## config.mk

```make
export PLATFORM = sky130hd
export DESIGN_NAME = sbus_bridge
export DESIGN_NICKNAME = d
export VERILOG_FILES = /design/src/rtl/sbus_bridge.sv
export SDC_FILE = /design/constraint.sdc
export NUM_CORES = 1
export LEC_CHECK = 0
export ABC_AREA = 1
export CORE_MARGIN = 2
export CORE_UTILIZATION = 41
export DETAILED_ROUTE_END_ITERATION = 10
export GPL_TIMING_DRIVEN = 0
export PLACE_DENSITY = 0.81
export SETUP_SLACK_MARGIN = 0.02
export SLEW_MARGIN = 10
export SYNTH_ARGS = -nofsm -noshare
export SYNTH_HDL_FRONTEND = slang
export SYNTH_SLANG_ARGS = --single-unit
```

## constraint.sdc

```tcl
create_clock -name clk -period 1.8 [get_ports clk]
set_input_delay 0.27 -clock clk [delete_from_list [all_inputs] [get_ports clk]]
set_output_delay 0.27 -clock clk [all_outputs]
set_load 0.005 [all_outputs]
```

## src/rtl/sbus_bridge.sv

```systemverilog
// Single-outstanding bridge from the pipeline's sbus port to a split address/data downstream handshake.
// Optional feature: define SBUS_BRIDGE_ALIGN_CHECK_EN to trap misaligned half/word accesses instead of forwarding them.
module sbus_bridge #(
   parameter int ADDR_W = 32,
   parameter int DATA_W = 32
) (
   input  logic              clk,
   input  logic              rst,
   input  logic              en,
   input  logic              we,
   input  logic [1:0]        size,
   input  logic [ADDR_W-1:0] addr,
   input  logic [DATA_W-1:0] data_w,
   input  logic              update,
   output logic [DATA_W-1:0] data_r,
   output logic              stall,
   output logic              req,
   output logic              wr,
   output logic [1:0]        req_size,
   output logic [ADDR_W-1:0] req_addr,
   output logic [DATA_W-1:0] req_wdata,
   input  logic              addr_ok,
   input  logic              data_ok,
   input  logic [DATA_W-1:0] rdata,
   output logic              misalign
);

   typedef enum logic [1:0] {
      ST_IDLE = 2'd0,
      ST_ADDR = 2'd1,
      ST_DATA = 2'd2,
      ST_DONE = 2'd3
   } state_t;

   state_t            state_q, state_d;
   logic              wr_q, wr_d;
   logic [1:0]        size_q, size_d;
   logic [ADDR_W-1:0] addr_q, addr_d;
   logic [DATA_W-1:0] wdata_q, wdata_d;
   logic [DATA_W-1:0] data_r_q, data_r_d;
   logic              req_q, req_d;
   logic              misalign_q, misalign_d;
   logic              capture_s;

`ifdef SBUS_BRIDGE_ALIGN_CHECK_EN
   // Size 11 is undefined and passes through unchecked.
   function automatic logic is_misaligned(input logic [1:0] sz, input logic [1:0] a_lo);
      logic bad;
      case (sz)
         2'b10:   bad = (a_lo != 2'b00);
         2'b01:   bad = a_lo[0];
         default: bad = 1'b0;
      endcase
      return bad;
   endfunction
`endif

   // Next-state, request capture and read-data latch.
   always_comb begin
      state_d    = state_q;
      wr_d       = wr_q;
      size_d     = size_q;
      addr_d     = addr_q;
      wdata_d    = wdata_q;
      data_r_d   = data_r_q;
      misalign_d = 1'b0;
      capture_s  = 1'b0;
      case (state_q)
         ST_IDLE: begin
            if (en) begin
               capture_s = 1'b1;
            end else begin
               state_d = ST_IDLE;
            end
         end
         ST_ADDR: begin
            if (addr_ok && data_ok) begin
               state_d = ST_DONE;
               if (!wr_q) begin
                  data_r_d = rdata;
               end else begin
                  data_r_d = data_r_q;
               end
            end else if (addr_ok) begin
               state_d = ST_DATA;
            end else begin
               state_d = ST_ADDR;
            end
         end
         ST_DATA: begin
            if (data_ok) begin
               state_d = ST_DONE;
               if (!wr_q) begin
                  data_r_d = rdata;
               end else begin
                  data_r_d = data_r_q;
               end
            end else begin
               state_d = ST_DATA;
            end
         end
         ST_DONE: begin
            if (update && en) begin
               capture_s = 1'b1;
            end else if (update) begin
               state_d = ST_IDLE;
            end else begin
               state_d    = ST_DONE;
               misalign_d = misalign_q;
            end
         end
         default: begin
            state_d = ST_IDLE;
         end
      endcase

      // A capture always loads the request registers; only the routing depends on alignment.
      if (capture_s) begin
         wr_d    = we;
         size_d  = size;
         addr_d  = addr;
         wdata_d = data_w;
`ifdef SBUS_BRIDGE_ALIGN_CHECK_EN
         if (is_misaligned(size, addr[1:0])) begin
            state_d    = ST_DONE;
            misalign_d = 1'b1;
         end else begin
            state_d    = ST_ADDR;
            misalign_d = 1'b0;
         end
`else
         state_d = ST_ADDR;
`endif
      end else begin
         wr_d = wr_q;
      end
   end

   assign req_d = (state_d == ST_ADDR);

   // State and request register bank.
   always_ff @(posedge clk or negedge rst) begin
      if (!rst) begin
         state_q    <= ST_IDLE;
         wr_q       <= 1'b0;
         size_q     <= 2'b00;
         addr_q     <= {ADDR_W{1'b0}};
         wdata_q    <= {DATA_W{1'b0}};
         data_r_q   <= {DATA_W{1'b0}};
         req_q      <= 1'b0;
         misalign_q <= 1'b0;
      end else begin
         state_q    <= state_d;
         wr_q       <= wr_d;
         size_q     <= size_d;
         addr_q     <= addr_d;
         wdata_q    <= wdata_d;
         data_r_q   <= data_r_d;
         req_q      <= req_d;
         misalign_q <= misalign_d;
      end
   end

   // Stall must react to en in the same cycle; gated by reset so it drops immediately.
   assign stall = rst & (((state_q == ST_IDLE) & en) | (state_q == ST_ADDR) | (state_q == ST_DATA));

   assign data_r    = data_r_q;
   assign req       = req_q;
   assign wr        = wr_q;
   assign req_size  = size_q;
   assign req_addr  = addr_q;
   assign req_wdata = wdata_q;
   assign misalign  = misalign_q;

endmodule

```

==> impl_results.md, run 1 <==
* Outcome: finished with violations
* Violated checks: negative hold slack, negative setup slack
* Clock Skews at 0.0149 ns
* Fin Setup TNS at -0.0420 ns
* Vias at between 3000 and 4000
* Cell count along the critical path at 5
* CP max-delay cell: dfrtp_1
* DRT Wirelength at 11600 um
* Fmax achieved at 0.543 GHz
* Period utilization at 1.02
* Post-layout min period at about 1.8 ns
* Setup ws final at -0.0420 ns
* Via-to-Cell Ratio at between 4 and 5
* Reg2Reg Setup Slack at approximately 0.060 ns
* Post-synth cell types at 19
* CP peak stage delay at between 0.4 and 0.5 ns
* H-tree levels at 3
* Routability cong. at 0.835
* Avg Cell Area, Syn at ~9 sq um
* Worst Max-Slew Pin Slew at 0.558 ns
* Startpoint types: flop
* Register-to-Register Path Depth at 8
* Ant diodes at 0
* Min-Delay Path Class: primary input to async pin
* Critical Path AT at 1.57 ns
* Lkg Pwr at between 3 and 4 nW
* PD cells at 1750 nW/um^2
* Max Root-Sink Buffers at 2
* Clock root buffer: clkbuf_8
* Max Slew Vio Count at 0
* CTS Buf Count at 9
* CP Class: flop to output port
* Vias in the first global route at 3944
* Hold_ws at -0.109 ns
* Initial antenna violation count at 0
* Hold Vio Cnt, Final at 41
* Max IR drop VDD at between 0.8 and 0.9 mV
* WP buf/inv at 2
* Starting Density at 0.418
* Fill cells at around 810
* Beginning of the critical path: state_q[0]
* Clock slew at reported path FFs at roughly 0.09 ns
* Share of cells above drive strength 1 at 0.107
* CP required at ~1.5 ns
* Crit Reg-Reg Startpoint: state_q[0]
* Mapped cell area at about 4300 sq um
* Drt drc at 0
* Final net count at approximately 800
* Crit Path Max Fanout at 3
* Crit path cell chain: inv_2, ha_4, or2_4, o21a_1, buf_2
* Core box area at slightly above 10000 sq um
* Largest net degree at the start of global routing at 63
* Die ar. at ~11000 sq um
* 1st-iter DRT viols at roughly 230
* Commonest non-fill, non-tap cell in the layout: clkdlybuf4s50_1
* First-pass detailed-route iteration total at 4
* Die H at between 100 and 150 um
* Hpwl dp at roughly 8600 um
* Die W at roughly 110 um
* CTS tree: built
* Syn Nets at 580
* Count of final setup violators at 1
* YS warnings at 0
* CP Capture Type: output port
* Sequential share of the synthesized area at 0.597
* Grt ovf at 0
* Drt wl/cell at 13.8 um
* Slew HR at 0.628
* Post-synthesis register bit count at 102
* Ports at between 200 and 250
* Layout Area Growth over Synthesis at 60.5%
* Gr usage total at 0.204
* Delay-heaviest family, CP: flip-flops
* Final ANT Viol Nets at 0
* Clk_lat worst skew at around 0.36 ns
* FF-to-FF End: req_addr[2]
* Setup crit end: stall
* Num Clock Sinks at between 100 and 150
* # rows at 37
* First-pass GRT wire length at approximately 19000 um
* # port buffers at approximately 210
* RSZ-0062 raised after global routing: true
* Maximum capacitance violations at 0
* Cells after synthesis at 470
* Tot Pwr at between 10 and 15 mW
* Most frequent cells in the layout: 203 x clkdlybuf4s50_1, 180 x nand2_1, 101 x dfrtp_1, 70 x nand3_1, 38 x inv_1
Yosys cell counts (all sizes together):
cell / number / area [sq um]
a21oi: 2 / 10.0
buf: 24 / 183
clkbuf: 4 / 15.0
conb: 1 / 3.75
dfrtp: 102 / 2550
ha: 5 / 62.6
inv: 41 / 154
nand2: 184 / 698
nand3: 71 / 368
nor2: 2 / 7.51
o21a: 1 / 7.51
o21ai: 32 / 205
or2: 1 / 8.76
through the flow:
step	instance area (sq um)	setup WS, ns	util	instances
floorplan	4280	0.306	-	470
global placement	6500	-3.39	0.635	811
detailed placement	6520	-0.314	0.638	812
CTS	6750	-0.0500	0.660	830
global route	6860	-0.120	0.671	837
finish	6860	-0.0420	0.671	837
report_power, final:
part,leakage (nW),internal [mW],switching [mW]
clock network,0.0994,0.775,0.738
registers,1.27,3.41,0.606
logic,2.01,3.39,3.06
sequential cells by signal, indices dropped and copies added (netlist names):
name and flops:
wr 1, req 1, req_addr 32, state_q 2, data_r 32, req_wdata 32, req_size 2
area by class of cell:
| class | instances | area (sq um) | area share |
|---|---|---|---|
| Multi-Input combinational cell | 300 | 1430 | 0.209 |
| Timing Repair Buffer | 215 | 2140 | 0.311 |
| Buffer | 28 | 206 | 0.0301 |
| Sequential cell | 102 | 2550 | 0.372 |
| Inverter | 41 | 156 | 0.0228 |
| Clock buffer | 11 | 131 | 0.0191 |
| Tap cell | 136 | 170 | 0.0248 |
| Clock inverter | 4 | 72.6 | 0.0106 |
metal layers:
metal | wire (um) | vias to the layer above | GRT usage
met5 | 0 | - | 0
met4 | 350 | 0 | 0.0912
met3 | 728 | 29 | 0.0429
met2 | 5730 | 144 | 0.349
met1 | 4760 | 1870 | 0.249
li1 | - | 1920 | -
worst min path at each step:
stage | startpoint | endpoint | slack (ns) | cells past startpoint
after floorplan | rst | data_r[0] | -0.03 | 0
after global placement | req_wdata[3] | req_wdata[3] | 0.45 | 2
after detailed placement | rst | data_r[11] | 0.30 | 1
after CTS | rst | data_r[11] | -0.10 | 1
after global routing | rst | data_r[11] | -0.08 | 1
final | rst | data_r[11] | -0.11 | 1
worst reg2reg max path: stages (launching register included):
cell     delay (ns)
dfrtp_1        0.45
buf_4          0.16
ha_1           0.22
nand3_1        0.11
nand2_2        0.14
buf_4          0.22
buf_4          0.18
nand3_1        0.10
nand2_1        0.06
logic make-up after synthesis:
family          after synthesis  share of synthesized area
simple gates                258                      0.253
flops                       102                      0.597
buf+inv                      69                     0.0822
compound gates               35                     0.0521
fa+ha+maj                     5                     0.0146
other cells                   1                   0.000877
repair_timing:
action                                  4_1_cts  5_1_grt
endpoints found under the hold margin        41       41
resized for setup                             7       14
cloned                                        0        2
setup buffers                                 3        5
endpoints found under the setup margin        1       53
pin swaps                                     0        3
No activity file was read; power rests on OpenSTA's default activity.
==> run 2: changes to the inputs <==
--- a/config.mk
+++ b/config.mk
@@ -6,6 +6,7 @@
 export NUM_CORES = 1
 export LEC_CHECK = 0
 export ABC_AREA = 1
+export CORE_ASPECT_RATIO = 1.4
 export CORE_MARGIN = 2
 export CORE_UTILIZATION = 41
 export DETAILED_ROUTE_END_ITERATION = 10
==> impl_results.md, run 2 (synthesis gave the netlist of run 1 again) <==
* Outcome: finished with violations (unchanged)
* Violated checks: negative hold slack, negative setup slack (unchanged)
* Count of final setup violators at 1 (unchanged)
* Clk_lat worst skew at 0.34 ns (was 0.36 ns)
* Drt drc at 0 (unchanged)
* Lkg Pwr at 3.54 nW (was 3.38 nW)
* Die H at 125 um (was 106 um)
* Maximum capacitance violations at 0 (unchanged)
* Cell count along the critical path at 5 (unchanged)
* Die ar. at 11300 sq um (about the same)
* CP Capture Type: output port (unchanged)
* DRT Wirelength at 12700 um (was 11600 um)
* Starting Density at 0.418 (about the same)
* Fmax achieved at 0.553 GHz (was 0.543 GHz)
* Fin Setup TNS at -0.00860 ns (was -0.0420 ns)
* Die W at 90.3 um (was 106 um)
* 1st-iter DRT viols at 144 (was 233)
* Final ANT Viol Nets at 0 (unchanged)
* WP buf/inv at 2 (unchanged)
* Beginning of the critical path: state_q[1] (was state_q[0])
* Slew HR at 0.619 (was 0.628)
* Delay-heaviest family, CP: flip-flops (unchanged)
* Crit path cell chain: inv_2, ha_4, or2_4, o21a_1, buf_2 (unchanged)
* Commonest non-fill, non-tap cell in the layout: clkdlybuf4s50_1 (unchanged)
* CP peak stage delay at 0.43 ns (was 0.44 ns)
* Vias at 4024 (was 3963)
* Setup ws final at -0.00860 ns (was -0.0420 ns)
* First-pass GRT wire length at 19800 um (was 18500 um)
* Startpoint types: flop (unchanged)
* Worst Max-Slew Pin Slew at 0.571 ns (was 0.558 ns)
* RSZ-0062 raised after global routing: true (unchanged)
* Ant diodes at 0 (unchanged)
* Share of cells above drive strength 1 at 0.139 (was 0.107)
* Dpl ws at -0.0489 ns (was -0.314 ns)
* Hold Vio Cnt, Final at 42 (was 41)
* Layout Area Growth over Synthesis at 68.7% (was 60.5%)
* Drt wl/cell at 15.0 um (was 13.8 um)
* Routability cong. at 0.798 (was 0.835)
* Tot Pwr at 13.6 mW (was 12.0 mW)
* Finished Cell Area at 7210 sq um (was 6860 sq um)
* Clock slew at reported path FFs at 0.07 ns (was 0.09 ns)
* CP Class: flop to output port (unchanged)
* CP max-delay cell: dfrtp_1 (unchanged)
* Hpwl dp at 8920 um (was 8630 um)
* Core box area at 10200 sq um (about the same)
* FF-to-FF End: data_r[27] (was req_addr[2])
* H-tree levels at 3 (unchanged)
* Hold_ws at -0.0756 ns (was -0.109 ns)
* Reg2Reg Setup Slack at 0.01 ns (was 0.06 ns)
* Critical Path AT at 1.54 ns (was 1.57 ns)
* Via-to-Cell Ratio at 4.76 (was 4.73)
* Max IR drop VDD at 0.985 mV (was 0.802 mV)
* Grt ovf at 0 (unchanged)
* CP required at 1.53 ns (about the same)
* Clock root buffer: clkbuf_16 (was clkbuf_8)
* Min-Delay Path Class: primary input to async pin (unchanged)
* Initial antenna violation count at 0 (unchanged)
* Num Clock Sinks at 102 (unchanged)
* Post-layout min period at 1.81 ns (was 1.84 ns)
* Most frequent cells in the layout: 203 x clkdlybuf4s50_1, 168 x nand2_1, 101 x dfrtp_1, 70 x nand3_1, 38 x inv_1 (was 203 x clkdlybuf4s50_1, 180 x nand2_1, 101 x dfrtp_1, 70 x nand3_1, 38 x inv_1)
* Register-to-Register Path Depth at 9 (was 8)
* Final net count at 812 (was 807)
* Ports at 207 (unchanged)
* Largest net degree at the start of global routing at 61 (was 63)
* # port buffers at 205 (unchanged)
* PD cells at 1890 nW/um^2 (was 1750 nW/um^2)
* DP Area at 6530 sq um (was 6520 sq um)
* Max Slew Vio Count at 0 (unchanged)
* Crit Reg-Reg Startpoint: state_q[1] (was state_q[0])
* Period utilization at 1.00 (was 1.02)
* Gr usage total at 0.218 (was 0.204)
* # rows at 44 (was 37)
* CTS Buf Count at 9 (unchanged)
* Vias in the first global route at 4037 (was 3944)
* Final core occ at 0.704 (was 0.671)
* Crit Path Max Fanout at 3 (unchanged)
* CTS tree: built (unchanged)
* First-pass detailed-route iteration total at 4 (unchanged)
* Post-Place Cells at 814 (was 812)
* Post-route insts no fill at 845 (was 837)
* Clock Skews at 0.00550 ns (was 0.0149 ns)
* Max Root-Sink Buffers at 2 (unchanged)
-- run 2: changes by cell type in the layout (fill, tap and decap cells not counted), sizes merged --
cell and change:
clkinv -1, clkbuf -2, buf +6, bufinv +3
-- run 2: what timing repair did --
item,CTS,global route
endpoints found under the setup margin,1,51
hold endpoints to repair,42,42
gates cloned,0,5
buffers inserted,3,7
pin swaps,1,3
resized for setup,8,39
-- run 2: worst max-delay path by stage --
stage | to | slack [ns]
floorplan | data_r[23] | 0.31
global placement | stall | -3.36
detailed placement | stall | -0.05
CTS | stall | -0.01
global route | data_r[18] | -0.06
finish | stall | -0.009
-- run 2: final cells by class --
| cell class | instances | area (sq um) |
|---|---|---|
| sequential | 102 | 2550 |
| clock inverter | 6 | 158 |
| inverter | 41 | 154 |
| fill | 763 | 3030 |
| tap | 138 | 173 |
| clock buffer | 10 | 229 |
| multi-input combinational | 300 | 1480 |
| buffer | 28 | 214 |
| timing repair buffer | 220 | 2250 |
-- run 2: routing by layer --
metal,track usage,part of all wire
met1,0.256,0.39
met2,0.381,0.53
met3,0.0496,0.049
met4,0.0941,0.030
met5,0,0
-- run 2: report_power, final --
part | leakage [nW] | internal (mW) | switching, mW
Sequential | 1.27 | 3.42 | 0.643
Combinational | 2.08 | 3.77 | 3.29
Clock | 0.183 | 1.64 | 0.835
Total | 3.54 | 8.83 | 4.77
